### config.mk
export PLATFORM = sky130hd
export DESIGN_NAME = bcd_time_counter_flat
export DESIGN_NICKNAME = d
export VERILOG_FILES = /design/src/rtl/bcd_time_counter_if.sv /design/src/rtl/bcd_time_counter.sv /design/src/flat_wrapper.sv
export SDC_FILE = /design/constraint.sdc
export NUM_CORES = 1
export LEC_CHECK = 0
export CORE_ASPECT_RATIO = 1.25
export CORE_MARGIN = 2
export CORE_UTILIZATION = 45
export CTS_CLUSTER_SIZE = 40
export DETAILED_ROUTE_END_ITERATION = 10
export PLACE_DENSITY_LB_ADDON = 0.1
export SLEW_MARGIN = 20
export SYNTH_ARGS = -nofsm -noshare
export SYNTH_HDL_FRONTEND = slang
export SYNTH_SLANG_ARGS = --single-unit
### constraint.sdc
create_clock -name clk -period 1.9 [get_ports clk]
set_clock_uncertainty 0.15 [all_clocks]
set_input_delay 0.38 -clock clk [delete_from_list [all_inputs] [get_ports clk]]
set_output_delay 0.38 -clock clk [all_outputs]
set_load 0.05 [all_outputs]
### src/rtl/bcd_time_counter_if.sv
// Control pulses in and BCD time/status out for the hh:mm:ss keeper.
// The master side drives the pulses and the slave side (the counter) drives the time.
interface bcd_time_counter_if;
  logic       tick;
  logic       set_mode;
  logic       sel_pulse;
  logic       inc_pulse;
  logic [7:0] sec_bcd;
  logic [7:0] min_bcd;
  logic [7:0] hour_bcd;
  logic       pm;
  logic [1:0] field_sel;
  logic       day_carry;
  logic       setting;

  modport master (
    output tick, set_mode, sel_pulse, inc_pulse,
    input  sec_bcd, min_bcd, hour_bcd, pm, field_sel, day_carry, setting
  );

  modport slave (
    input  tick, set_mode, sel_pulse, inc_pulse,
    output sec_bcd, min_bcd, hour_bcd, pm, field_sel, day_carry, setting
  );
endinterface

### src/rtl/bcd_time_counter.sv
// Six-digit BCD time of day advanced by a 1 Hz tick, with a SET mode
// that picks a field and bumps it without carrying into its neighbour.
module bcd_time_counter #(
  parameter bit HOURS_24 = 1'b1
) (
  input  logic              clk,
  input  logic              rst_n,
  bcd_time_counter_if.slave bus
);

  localparam logic [0:0] ST_RUN = 1'b0;
  localparam logic [0:0] ST_SET = 1'b1;
  localparam logic [7:0] HOUR_RST = HOURS_24 ? 8'h00 : 8'h12;

  logic [0:0] state_q, state_d;
  logic [7:0] sec_q, sec_d;
  logic [7:0] min_q, min_d;
  logic [7:0] hour_q, hour_d;
  logic       pm_q, pm_d;
  logic [1:0] field_sel_q, field_sel_d;
  logic       day_carry_q, day_carry_d;

  logic       sec_wrap, min_wrap, day_wrap;
  logic [7:0] sec_nx, min_nx, hour_nx;
  logic       pm_nx;

  function automatic logic [7:0] bcd_step(input logic [7:0] v);
    if (v[3:0] == 4'd9) bcd_step = {v[7:4] + 4'd1, 4'd0};
    else                bcd_step = {v[7:4], v[3:0] + 4'd1};
  endfunction

  // Per-field successors; shared by the RUN carry chain and the SET increment.
  always_comb begin
    sec_wrap = (sec_q == 8'h59);
    min_wrap = (min_q == 8'h59);
    sec_nx   = sec_wrap ? 8'h00 : bcd_step(sec_q);
    min_nx   = min_wrap ? 8'h00 : bcd_step(min_q);
    if (HOURS_24) begin
      day_wrap = (hour_q == 8'h23);
      hour_nx  = day_wrap ? 8'h00 : bcd_step(hour_q);
      pm_nx    = 1'b0;
    end else begin
      day_wrap = (hour_q == 8'h11) && pm_q;
      hour_nx  = (hour_q == 8'h12) ? 8'h01 : bcd_step(hour_q);
      pm_nx    = (hour_q == 8'h11) ? ~pm_q : pm_q;
    end
  end

  always_comb begin
    state_d     = bus.set_mode ? ST_SET : ST_RUN;
    sec_d       = sec_q;
    min_d       = min_q;
    hour_d      = hour_q;
    pm_d        = pm_q;
    field_sel_d = field_sel_q;
    day_carry_d = 1'b0;

    if (state_q == ST_RUN) begin
      if (bus.tick) begin
        sec_d = sec_nx;
        if (sec_wrap) begin
          min_d = min_nx;
          if (min_wrap) begin
            hour_d      = hour_nx;
            pm_d        = pm_nx;
            day_carry_d = day_wrap;
          end
        end
      end
      if (bus.set_mode) field_sel_d = 2'd0;
    end else begin
      // Increment uses the field selected before any same-cycle sel_pulse.
      if (bus.inc_pulse) begin
        case (field_sel_q)
          2'd0:    sec_d = sec_nx;
          2'd1:    min_d = min_nx;
          2'd2: begin
            hour_d = hour_nx;
            pm_d   = pm_nx;
          end
          default: ;
        endcase
      end
      if (bus.sel_pulse) field_sel_d = (field_sel_q == 2'd2) ? 2'd0 : field_sel_q + 2'd1;
    end
  end

  always_ff @(posedge clk or negedge rst_n) begin
    if (!rst_n) begin
      state_q     <= ST_RUN;
      sec_q       <= 8'h00;
      min_q       <= 8'h00;
      hour_q      <= HOUR_RST;
      pm_q        <= 1'b0;
      field_sel_q <= 2'd0;
      day_carry_q <= 1'b0;
    end else begin
      state_q     <= state_d;
      sec_q       <= sec_d;
      min_q       <= min_d;
      hour_q      <= hour_d;
      pm_q        <= pm_d;
      field_sel_q <= field_sel_d;
      day_carry_q <= day_carry_d;
    end
  end

  assign bus.sec_bcd   = sec_q;
  assign bus.min_bcd   = min_q;
  assign bus.hour_bcd  = hour_q;
  assign bus.pm        = pm_q;
  assign bus.field_sel = field_sel_q;
  assign bus.day_carry = day_carry_q;
  assign bus.setting   = (state_q == ST_SET);

endmodule
### src/flat_wrapper.sv
// flat-port wrapper written by rule: the top's interface ports become plain ports
module bcd_time_counter_flat 
#(
  parameter bit HOURS_24 = 1'b1
)
  (clk, rst_n, bus_tick, bus_set_mode, bus_sel_pulse, bus_inc_pulse, bus_sec_bcd, bus_min_bcd, bus_hour_bcd, bus_pm, bus_field_sel, bus_day_carry, bus_setting);
  bcd_time_counter_if bus_i ();
  input  logic clk;
  input  logic rst_n;
  input wire logic [$bits(bus_i.tick)-1:0] bus_tick;
  input wire logic [$bits(bus_i.set_mode)-1:0] bus_set_mode;
  input wire logic [$bits(bus_i.sel_pulse)-1:0] bus_sel_pulse;
  input wire logic [$bits(bus_i.inc_pulse)-1:0] bus_inc_pulse;
  output wire logic [$bits(bus_i.sec_bcd)-1:0] bus_sec_bcd;
  output wire logic [$bits(bus_i.min_bcd)-1:0] bus_min_bcd;
  output wire logic [$bits(bus_i.hour_bcd)-1:0] bus_hour_bcd;
  output wire logic [$bits(bus_i.pm)-1:0] bus_pm;
  output wire logic [$bits(bus_i.field_sel)-1:0] bus_field_sel;
  output wire logic [$bits(bus_i.day_carry)-1:0] bus_day_carry;
  output wire logic [$bits(bus_i.setting)-1:0] bus_setting;
  assign bus_i.tick = bus_tick;
  assign bus_i.set_mode = bus_set_mode;
  assign bus_i.sel_pulse = bus_sel_pulse;
  assign bus_i.inc_pulse = bus_inc_pulse;
  assign bus_sec_bcd = bus_i.sec_bcd;
  assign bus_min_bcd = bus_i.min_bcd;
  assign bus_hour_bcd = bus_i.hour_bcd;
  assign bus_pm = bus_i.pm;
  assign bus_field_sel = bus_i.field_sel;
  assign bus_day_carry = bus_i.day_carry;
  assign bus_setting = bus_i.setting;
  bcd_time_counter #(.HOURS_24(HOURS_24)) u_core (.clk(clk), .rst_n(rst_n), .bus(bus_i));
endmodule
## Word level (Yosys, flattened, before mapping)

Cells that the tools add are included.
Widths: inputs -> output; s select.

| operators by class | value |
|---|---|
| $lt $le $gt $ge | 0 |
| bitwise operators | 0 |
| div/mod/pow operators | 0 |
| muxes and demuxes | 36 |
| eq/ne operators | 13 |
| add/subtract/negate cells | 7 |
| multiply operators | 0 |
| shift-type cells | 0 |
| reduce and logical (&&, ||, !) cells | 9 |

Operators by type and width:

| kind | count |
|---|---|
| $mux 8 | 21 |
| $add 4x1->4 const B | 6 |
| $eq 8x7->1 const B | 2 |
| $eq 4x4->1 const B | 3 |
| $mux 1 | 11 |
| $ne 2x2->1 const B | 5 |
| $eq 8x6->1 const B | 1 |
| $mux 2 | 4 |
| $reduce_bool 2->1 | 4 |
| $reduce_and 5->1 | 1 |
| $reduce_and 4->1 | 1 |
| $reduce_and 3->1 | 1 |
| $add 2x1->2 const B | 1 |
| $eq 2x1->1 const B | 1 |
| $eq 2x2->1 const B | 1 |
| $logic_not 2->1 | 1 |
| $reduce_and 2->1 | 1 |

| storage, ports and cells | value |
|---|---|
| bits in writable memories | 0 |
| bits in latches | 0 |
| register bits | 29 |
| memory bits (read-only) | 0 |
| output and inout port bits | 29 |
| memories kept | 0 |

## Depth between registers and ports, before layout

Gate-level depths: netlist of run 1.

| logic depth | value |
|---|---|
| depth after elaboration | 7 |
| mapped depth | 7 |

## Worst setup path before layout of run 1

Ideal clock, no wire load.

| path | value |
|---|---|
| path type | reg2reg |
| from | register u_core.sec_q[4] (netlist: u_core.bus.sec_bcd[4]) |
| to | register u_core.min_q[7] (netlist: u_core.bus.min_bcd[7]) |
| data required time | 1625 ps |
| slack | -331 ps |
| arrival time | 1957 ps |
| stages on the path, launching flop included | 6 |
| cells stage by stage | dfrtp_1 -> ha_1 -> nand4b_1 -> o31a_1 -> nor3_1 -> mux2_2 |

| on the way | value |
|---|---|
| longest elaborated chain between the ends | 3 |

RTL lines:

| element | RTL line | RTL |
|---|---|---|
| start: declaration | bcd_time_counter.sv:16 | `logic [7:0] sec_q, sec_d;` |
| start signal: assignment | bcd_time_counter.sv:91 | `sec_q <= 8'h00;` |
| start signal: assignment | bcd_time_counter.sv:99 | `sec_q <= sec_d;` |
| $eq 8x7->1 | bcd_time_counter.sv:34 | `sec_wrap = (sec_q == 8'h59);` |
| $reduce_bool 2->1 (no source line) | n/a |  |
| $reduce_and 4->1 (no source line) | n/a |  |
| end signal: assignment | bcd_time_counter.sv:100 | `min_q <= min_d;` |
| end: declaration | bcd_time_counter.sv:17 | `logic [7:0] min_q, min_d;` |

No other way between the ends.
A chain may end at the register's enable or synchronous reset.

## Worst setup path in the final report of run 1

| path | value |
|---|---|
| from | register u_core.sec_q[5] (netlist: u_core.bus.sec_bcd[5]) |
| to | register u_core.hour_q[6] (netlist: u_core.bus.hour_bcd[6]) |

| on the way | value |
|---|---|
| longest elaborated chain between the ends | 3 |

RTL lines:

| element | RTL line | RTL |
|---|---|---|
| $eq 8x7->1 | bcd_time_counter.sv:34 |  |
| $reduce_bool 2->1 (no source line) | n/a |  |
| $reduce_and 5->1 (no source line) | n/a |  |
| end signal: assignment | bcd_time_counter.sv:101 | `hour_q <= hour_d;` |
| end: declaration | bcd_time_counter.sv:18 | `logic [7:0] hour_q, hour_d;` |

No other way between the ends.

==> flow_summary.ini, run 1 <==
[drt]
drtIter0Drc = 54
wl_mm = 3.85
antenna_left = 0
vias_per_cell = 5.60
vias = 1434
drc = 0
avgRoutedWirePerCell_um = 15.1
dr.pass1.iters = 4

[outcome]
failed_checks = setup timing
outcome = complete, but fails checks

[clock_tree]
root_buffer = clkbuf_8
htree_levels = 1
cts_hold_buffers = 0
cts.sinks = 28
clk_latency_ns = 0.27
numCtsBuffers = 3
clockBufferDepth = 2
clk_pin_slew_ns = 0.09
cts_tree = yes

[global_routing]
grt.total_usage_pct = 19.7
grt-busiest-layer = met2
grt.met3_usage_pct = 2.19
antenna_found_initial = 0
grt_first_pass_wirelength_mm = 6.43
grt_overflow = 0
grtUsageMet2_pct = 36.0
use_met1_pct = 22.7
grt_pass1_vias = 1507
grt_max_degree = 29

[timing]
fin_hold_ws_ns = 0.333
finalSetupViolations = 3
hold_viol = 0
drv_slew = 0
max_clock_freq_mhz = 520
period_needed_ns = 1.92
finalCritPeriodShare_pct = 101
layout_setup_ws_ns = -0.0223
grt_setup_unrepaired = yes

[setup_path]
crit_chain = inv_2, ha_4, nand4b_1, buf_4, o31a_1, buf_6, o31ai_4, o211ai_1
arrival_ns = 1.92
r2r-start = u_core.bus.sec_bcd[5]$_DFFE_PN0P_
critPathLaunch = u_core.bus.sec_bcd[5]$_DFFE_PN0P_
critPathLaunchType = flip-flop
worst-r2r-cell-count = 8
required_ns = 1.89
critPathSlowestCell = dfrtp_2
cp_max_fo = 5
r2r_setup_slack_ns = -0.02
critical_path_class = reg -> reg
cp-end-kind = flip-flop
reg2reg_to = u_core.bus.hour_bcd[6]$_DFFE_PN0P_
cpPeakStageDelay_ns = 0.42

[layout]
final_cell_mix = 44 x buf_4, 14 x dfrtp_1, 14 x dfrtp_2
layout-drive-gt1-share_pct = 46.5
finalInstanceArea_mm2 = 0.00242
fin_nets = 237
antenna_cells = 0
final_common_cell = buf_4
area_delta_synth_final_pct = 49.7
fill_cells = 280

[power]
pwr_density_cell_mw_per_mm2 = 1070
leakage_uw = 0.00108
power_uw = 2600
peakVddDrop_uv = 1030

[synthesis]
syn_inst = 160
synthesis.area_mm2 = 0.00162
synth.ff_latch_count = 28
ys_seq_area_share_pct = 43.3
synthesis.nets = 178
yosysUniqueCellTypes = 41
yosys_warnings = 0
avgSynthCellArea_um2 = 10.1

[floorplan]
fp.dieW_um = 57.6
die_h_um = 71.0
die_area_mm2 = 0.00409
start_util_pct = 46.8
ios = 35
core_area_mm2 = 0.00345
rows = 24

[flow_run]
drv_cap = 0

[placement]
port_buffers = 33
dp_hpwl_mm = 2.70
pre_cts_slack_ns = -0.326
placed_area_mm2 = 0.00216
place.gp.congestion = 0.757

[hold_path]
hold_path_class = in -> async
==> worst max-delay path: cells and delay by family (launching register included) <==
family,cells,cell delay (ns)
AO/OA/AOI/OAI,3,0.60
flip-flops,1,0.42
buffers and inverters,3,0.39
adder cells (fa/ha/maj),1,0.12
AND/OR/NAND/NOR,1,0.12
==> metal layers <==
metal | routed length (µm) | vias to the layer above
li1 | - | 702
met1 | 1590 | 688
met2 | 2060 | 34
met3 | 122 | 10
met4 | 83 | 0
met5 | 0 | -
==> kinds of logic (layout without fill, tap and decap cells) <==
group	count (synthesis)	after routing	share of synthesized area, %
other cells	1	1	0.232
flops	28	28	43.3
compound gates	40	40	17.2
xor+xnor	1	1	0.541
mux	5	5	3.33
buf+inv	14	71	4.25
fa+ha+maj	12	12	9.28
simple gates	59	59	21.9
==> worst max path at each step <==
stage | endpoint | slack [ns] | cells after the start
global route | u_core.bus.hour_bcd[3]$_DFFE_PN0P_ | -0.1 | 6
detailed placement | u_core.bus.hour_bcd[6]$_DFFE_PN0P_ | -0.33 | 6
floorplan | u_core.bus.min_bcd[7]$_DFFE_PN0P_ | -0.12 | 6
CTS | u_core.bus.hour_bcd[3]$_DFFE_PN0P_ | -0.05 | 7
global placement | u_core.bus.hour_bcd[3]$_DFFE_PN0P_ | -0.27 | 6
finish | u_core.bus.hour_bcd[6]$_DFFE_PN0P_ | -0.02 | 8
==> cell usage after synthesis <==
master	n	area (µm²)
a211o_1	1	8.76
a21o_1	2	15.0
a21oi_1	3	15.0
a32o_1	2	20.0
and2_1	2	12.5
and3_1	1	6.26
and3b_1	2	17.5
and3b_2	1	10.0
and4bb_2	1	12.5
buf_2	1	5.00
buf_4	2	15.0
buf_6	1	11.3
conb_1	1	3.75
dfrtp_1	28	701
ha_1	12	150
inv_1	10	37.5
mux2_2	3	33.8
mux2i_1	2	20.0
nand2_1	11	41.3
nand2b_1	2	12.5
nand3_1	7	35.0
nand3b_1	5	37.5
nand3b_4	1	20.0
nand4_1	1	6.26
nand4b_1	4	35.0
nor2_1	9	33.8
nor2b_1	2	12.5
nor3_1	5	25.0
nor4_1	2	12.5
nor4bb_1	1	10.0
o211ai_1	1	7.51
o21ai_0	13	65.1
o21ai_2	1	8.76
o22ai_1	1	6.26
o31a_1	3	26.3
o31ai_1	10	75.1
o31ai_2	1	12.5
o41ai_1	2	17.5
or3_1	1	6.26
or4_1	1	7.51
xor2_1	1	8.76
==> stage by stage <==
step           instances  utilization, %  setup TNS [ns]
3_3_place_gp         245            62.5           -2.86
5_1_grt              256            70.1          -0.523
4_1_cts              251            65.7          -0.114
3_5_place_dp         245            62.5           -3.51
6_report             256            70.1         -0.0597
2_1_floorplan        160               -          -0.298
==> flip-flops by register name (all words and copies together) (netlist names) <==
name,count
u_core.bus.field_sel,2
u_core.bus.setting,1
u_core.bus.min_bcd,8
u_core.bus.day_carry,1
u_core.bus.sec_bcd,8
u_core.bus.hour_bcd,8
==> power breakdown <==
part           switching (µW)  total, µW  internal (µW)
clock                     177        320            142
combinational             822       1360            541
sequential                178        919            741
total                    1180       2600           1420
==> layout make-up <==
class | instances | area [µm²] | area share, %
inverters | 10 | 37.5 | 1.55
clock buffers | 3 | 41.3 | 1.70
flip-flops and latches | 28 | 718 | 29.6
multi-input cells | 118 | 1060 | 43.8
repair buffers | 58 | 517 | 21.3
well taps | 39 | 48.8 | 2.01
==> what timing repair did <==
| action | CTS | global route |
|---|---|---|
| pin swaps | 6 | 8 |
| setup buffers | 3 | 5 |
| gates resized for setup | 11 | 23 |
| setup endpoints to repair | 2 | 12 |
Note: power is estimated with default switching activity, not from simulation.
==> run 2: changes to the inputs <==
--- a/config.mk
+++ b/config.mk
@@ -6,8 +6,8 @@
 export NUM_CORES = 1
 export LEC_CHECK = 0
 export CORE_ASPECT_RATIO = 1.25
-export CORE_MARGIN = 2
-export CORE_UTILIZATION = 45
+export CORE_UTILIZATION = 47
+export CTS_BUF_LIST = sky130_fd_sc_hd__clkbuf_8
 export CTS_CLUSTER_SIZE = 40
 export DETAILED_ROUTE_END_ITERATION = 10
 export PLACE_DENSITY_LB_ADDON = 0.1
==> run 2 against run 1 <==
Net effect: combinational power about the same; critical path type unchanged; non-clock buffer count fell by 1; clock power grew 17%; the run now ends clean; maximum frequency rose by 1.2%; wire length decreased by 1.1%; register-to-register slack better by 0.02 ns; count of clock-buffer cells in the layout is 1 higher; global-route usage rose by 1.6 points; final area shrank 2.4%; critical endpoint is now u_core.bus.hour_bcd[3]$_DFFE_PN0P_; highest routed layer unchanged; power up 0.60%.
==> flow_summary.ini, run 2 (synthesized netlist as in run 1, its figures left out) <==
[placement]
pre_cts_slack_ns = -0.288
dp_hpwl_mm = 2.65
port_buffers = 33
place.gp.congestion = 0.740

[power]
pwr_density_cell_mw_per_mm2 = 1110
power_uw = 2620
leakage_uw = 0.00107
peakVddDrop_uv = 1180

[timing]
layout_setup_ws_ns = 0.000789
max_clock_freq_mhz = 527
hold_viol = 0
finalSetupViolations = 0
grt_setup_unrepaired = yes
drv_slew = 0
period_needed_ns = 1.90
finalCritPeriodShare_pct = 100

[setup_path]
cp_max_fo = 7
path_delay_family = compound AO/OA/AOI/OAI gates
crit_chain = inv_2, ha_4, nand3b_1, o31a_4, a211o_1, a32o_1
critical_path_class = reg -> reg
critPathLaunchType = flip-flop
cpPeakStageDelay_ns = 0.43
critPathSlowestCell = o31a_4
required_ns = 1.92
arrival_ns = 1.92
cp-end-kind = flip-flop
crit_buf_inv = 1

[clock_tree]
clk_latency_ns = 0.28
numCtsBuffers = 3
cts.sinks = 28
cts_hold_buffers = 0
clockBufferDepth = 2
clk_pin_slew_ns = 0.10
cts_tree = yes
root_buffer = clkbuf_8
htree_levels = 1

[floorplan]
core_area_mm2 = 0.00325
fp.dieW_um = 54.5
ios = 35
die_h_um = 67.6
start_util_pct = 49.7
rows = 23
die_area_mm2 = 0.00368

[outcome]
outcome = complete, no violations

[layout]
fill_cells = 250
final_common_cell = buf_4
multi_input_area_mm2 = 0.00103
ff_latch_area_um2 = 718
final_cell_mix = 48 x buf_4, 14 x dfrtp_1, 14 x dfrtp_2
layout-drive-gt1-share_pct = 45.2
antenna_cells = 0
area_delta_synth_final_pct = 46.2
fin_nets = 236

[drt]
avgRoutedWirePerCell_um = 15.0
antenna_left = 0
vias = 1436
drtIter0Drc = 17
vias_per_cell = 5.65
dr.pass1.iters = 4
wl_mm = 3.81
drc = 0

[flow_run]
drv_cap = 0

[global_routing]
grt_overflow = 0
antenna_found_initial = 0
grt_max_degree = 29
grt_pass1_vias = 1402
grt.total_usage_pct = 21.3
grt_first_pass_wirelength_mm = 5.75

[hold_path]
hold_path_class = in -> async
-- run 2: changes by cell type in the layout (fill, tap and decap cells not counted), sizes merged --
cell    previous run  this run
clkbuf             3         4
buf               53        52
-- run 2: final timing paths --
check / cells past startpoint / endpoint / startpoint / slack [ns]
worst max register to register: 6 / u_core.bus.hour_bcd[3]$_DFFE_PN0P_ / u_core.bus.min_bcd[5]$_DFFE_PN0P_ / 0.0008
worst min-delay path: 2 / u_core.bus.sec_bcd[3]$_DFFE_PN0P_ / rst_n / 0.33
worst min register to register: 1 / u_core.bus.hour_bcd[0]$_DFFE_PN0P_ / u_core.bus.hour_bcd[0]$_DFFE_PN0P_ / 0.39
worst max-delay path: 6 / u_core.bus.hour_bcd[3]$_DFFE_PN0P_ / u_core.bus.min_bcd[5]$_DFFE_PN0P_ / 0.0008
min in group clk: 1 / u_core.bus.hour_bcd[0]$_DFFE_PN0P_ / u_core.bus.hour_bcd[0]$_DFFE_PN0P_ / 0.39
max in group asynchronous: 2 / u_core.bus.hour_bcd[1]$_DFFE_PN0P_ / rst_n / 0.98
-- run 2: where the power goes --
part	total, µW	leakage [µW]	switching, µW	internal, µW
clock	375	0.0000288	189	186
sequential	915	0.000338	174	741
combinational	1330	0.000707	813	514
total	2620	0.00107	1180	1440
-- run 2: layout make-up --
class	instances	area share, %
Multi-Input combinational cell	118	43.8
Sequential cell	28	30.4
Timing Repair Buffer	57	20.0
Clock buffer	4	2.33
Tap cell	37	1.96
Inverter	10	1.59
-- run 2: metrics by stage --
step	hold slack [ns]	utilization [%]	cells	TNS [ns]	instance area (µm²)
3_5_place_dp	0.388	65.8	244	-3.08	2140
3_3_place_gp	0.374	65.8	244	-2.78	2140
5_1_grt	0.392	72.7	254	-0.183	2360
6_report	0.328	72.7	254	0	2360
2_1_floorplan	-0.0656	-	160	-0.298	1700
4_1_cts	0.336	69.1	251	-0.0386	2250
-- run 2: timing repair --
item                       CTS  global route
hold endpoints to repair     0             0
setup endpoints to repair    2            10
pin swaps                    6            10
gates cloned                 0             0
gates resized for setup      8            16
setup buffers                3             4
-- run 2: routing by layer --
layer	vias to the layer above	track usage (%)	share of wire, %
met2	26	41.2	54
met1	700	22.0	41
met4	0	9.94	2.0
li1	704	-	-
met5	-	0	0
met3	6	1.80	2.4
==> run 3: changes to the inputs <==
--- a/config.mk
+++ b/config.mk
@@ -11,7 +11,6 @@
 export CTS_CLUSTER_SIZE = 40
 export DETAILED_ROUTE_END_ITERATION = 10
 export PLACE_DENSITY_LB_ADDON = 0.1
-export SLEW_MARGIN = 20
 export SYNTH_ARGS = -nofsm -noshare
 export SYNTH_HDL_FRONTEND = slang
 export SYNTH_SLANG_ARGS = --single-unit
==> results of run 3 <==
Final layout, timing and power as in run 2 (identical DEF).
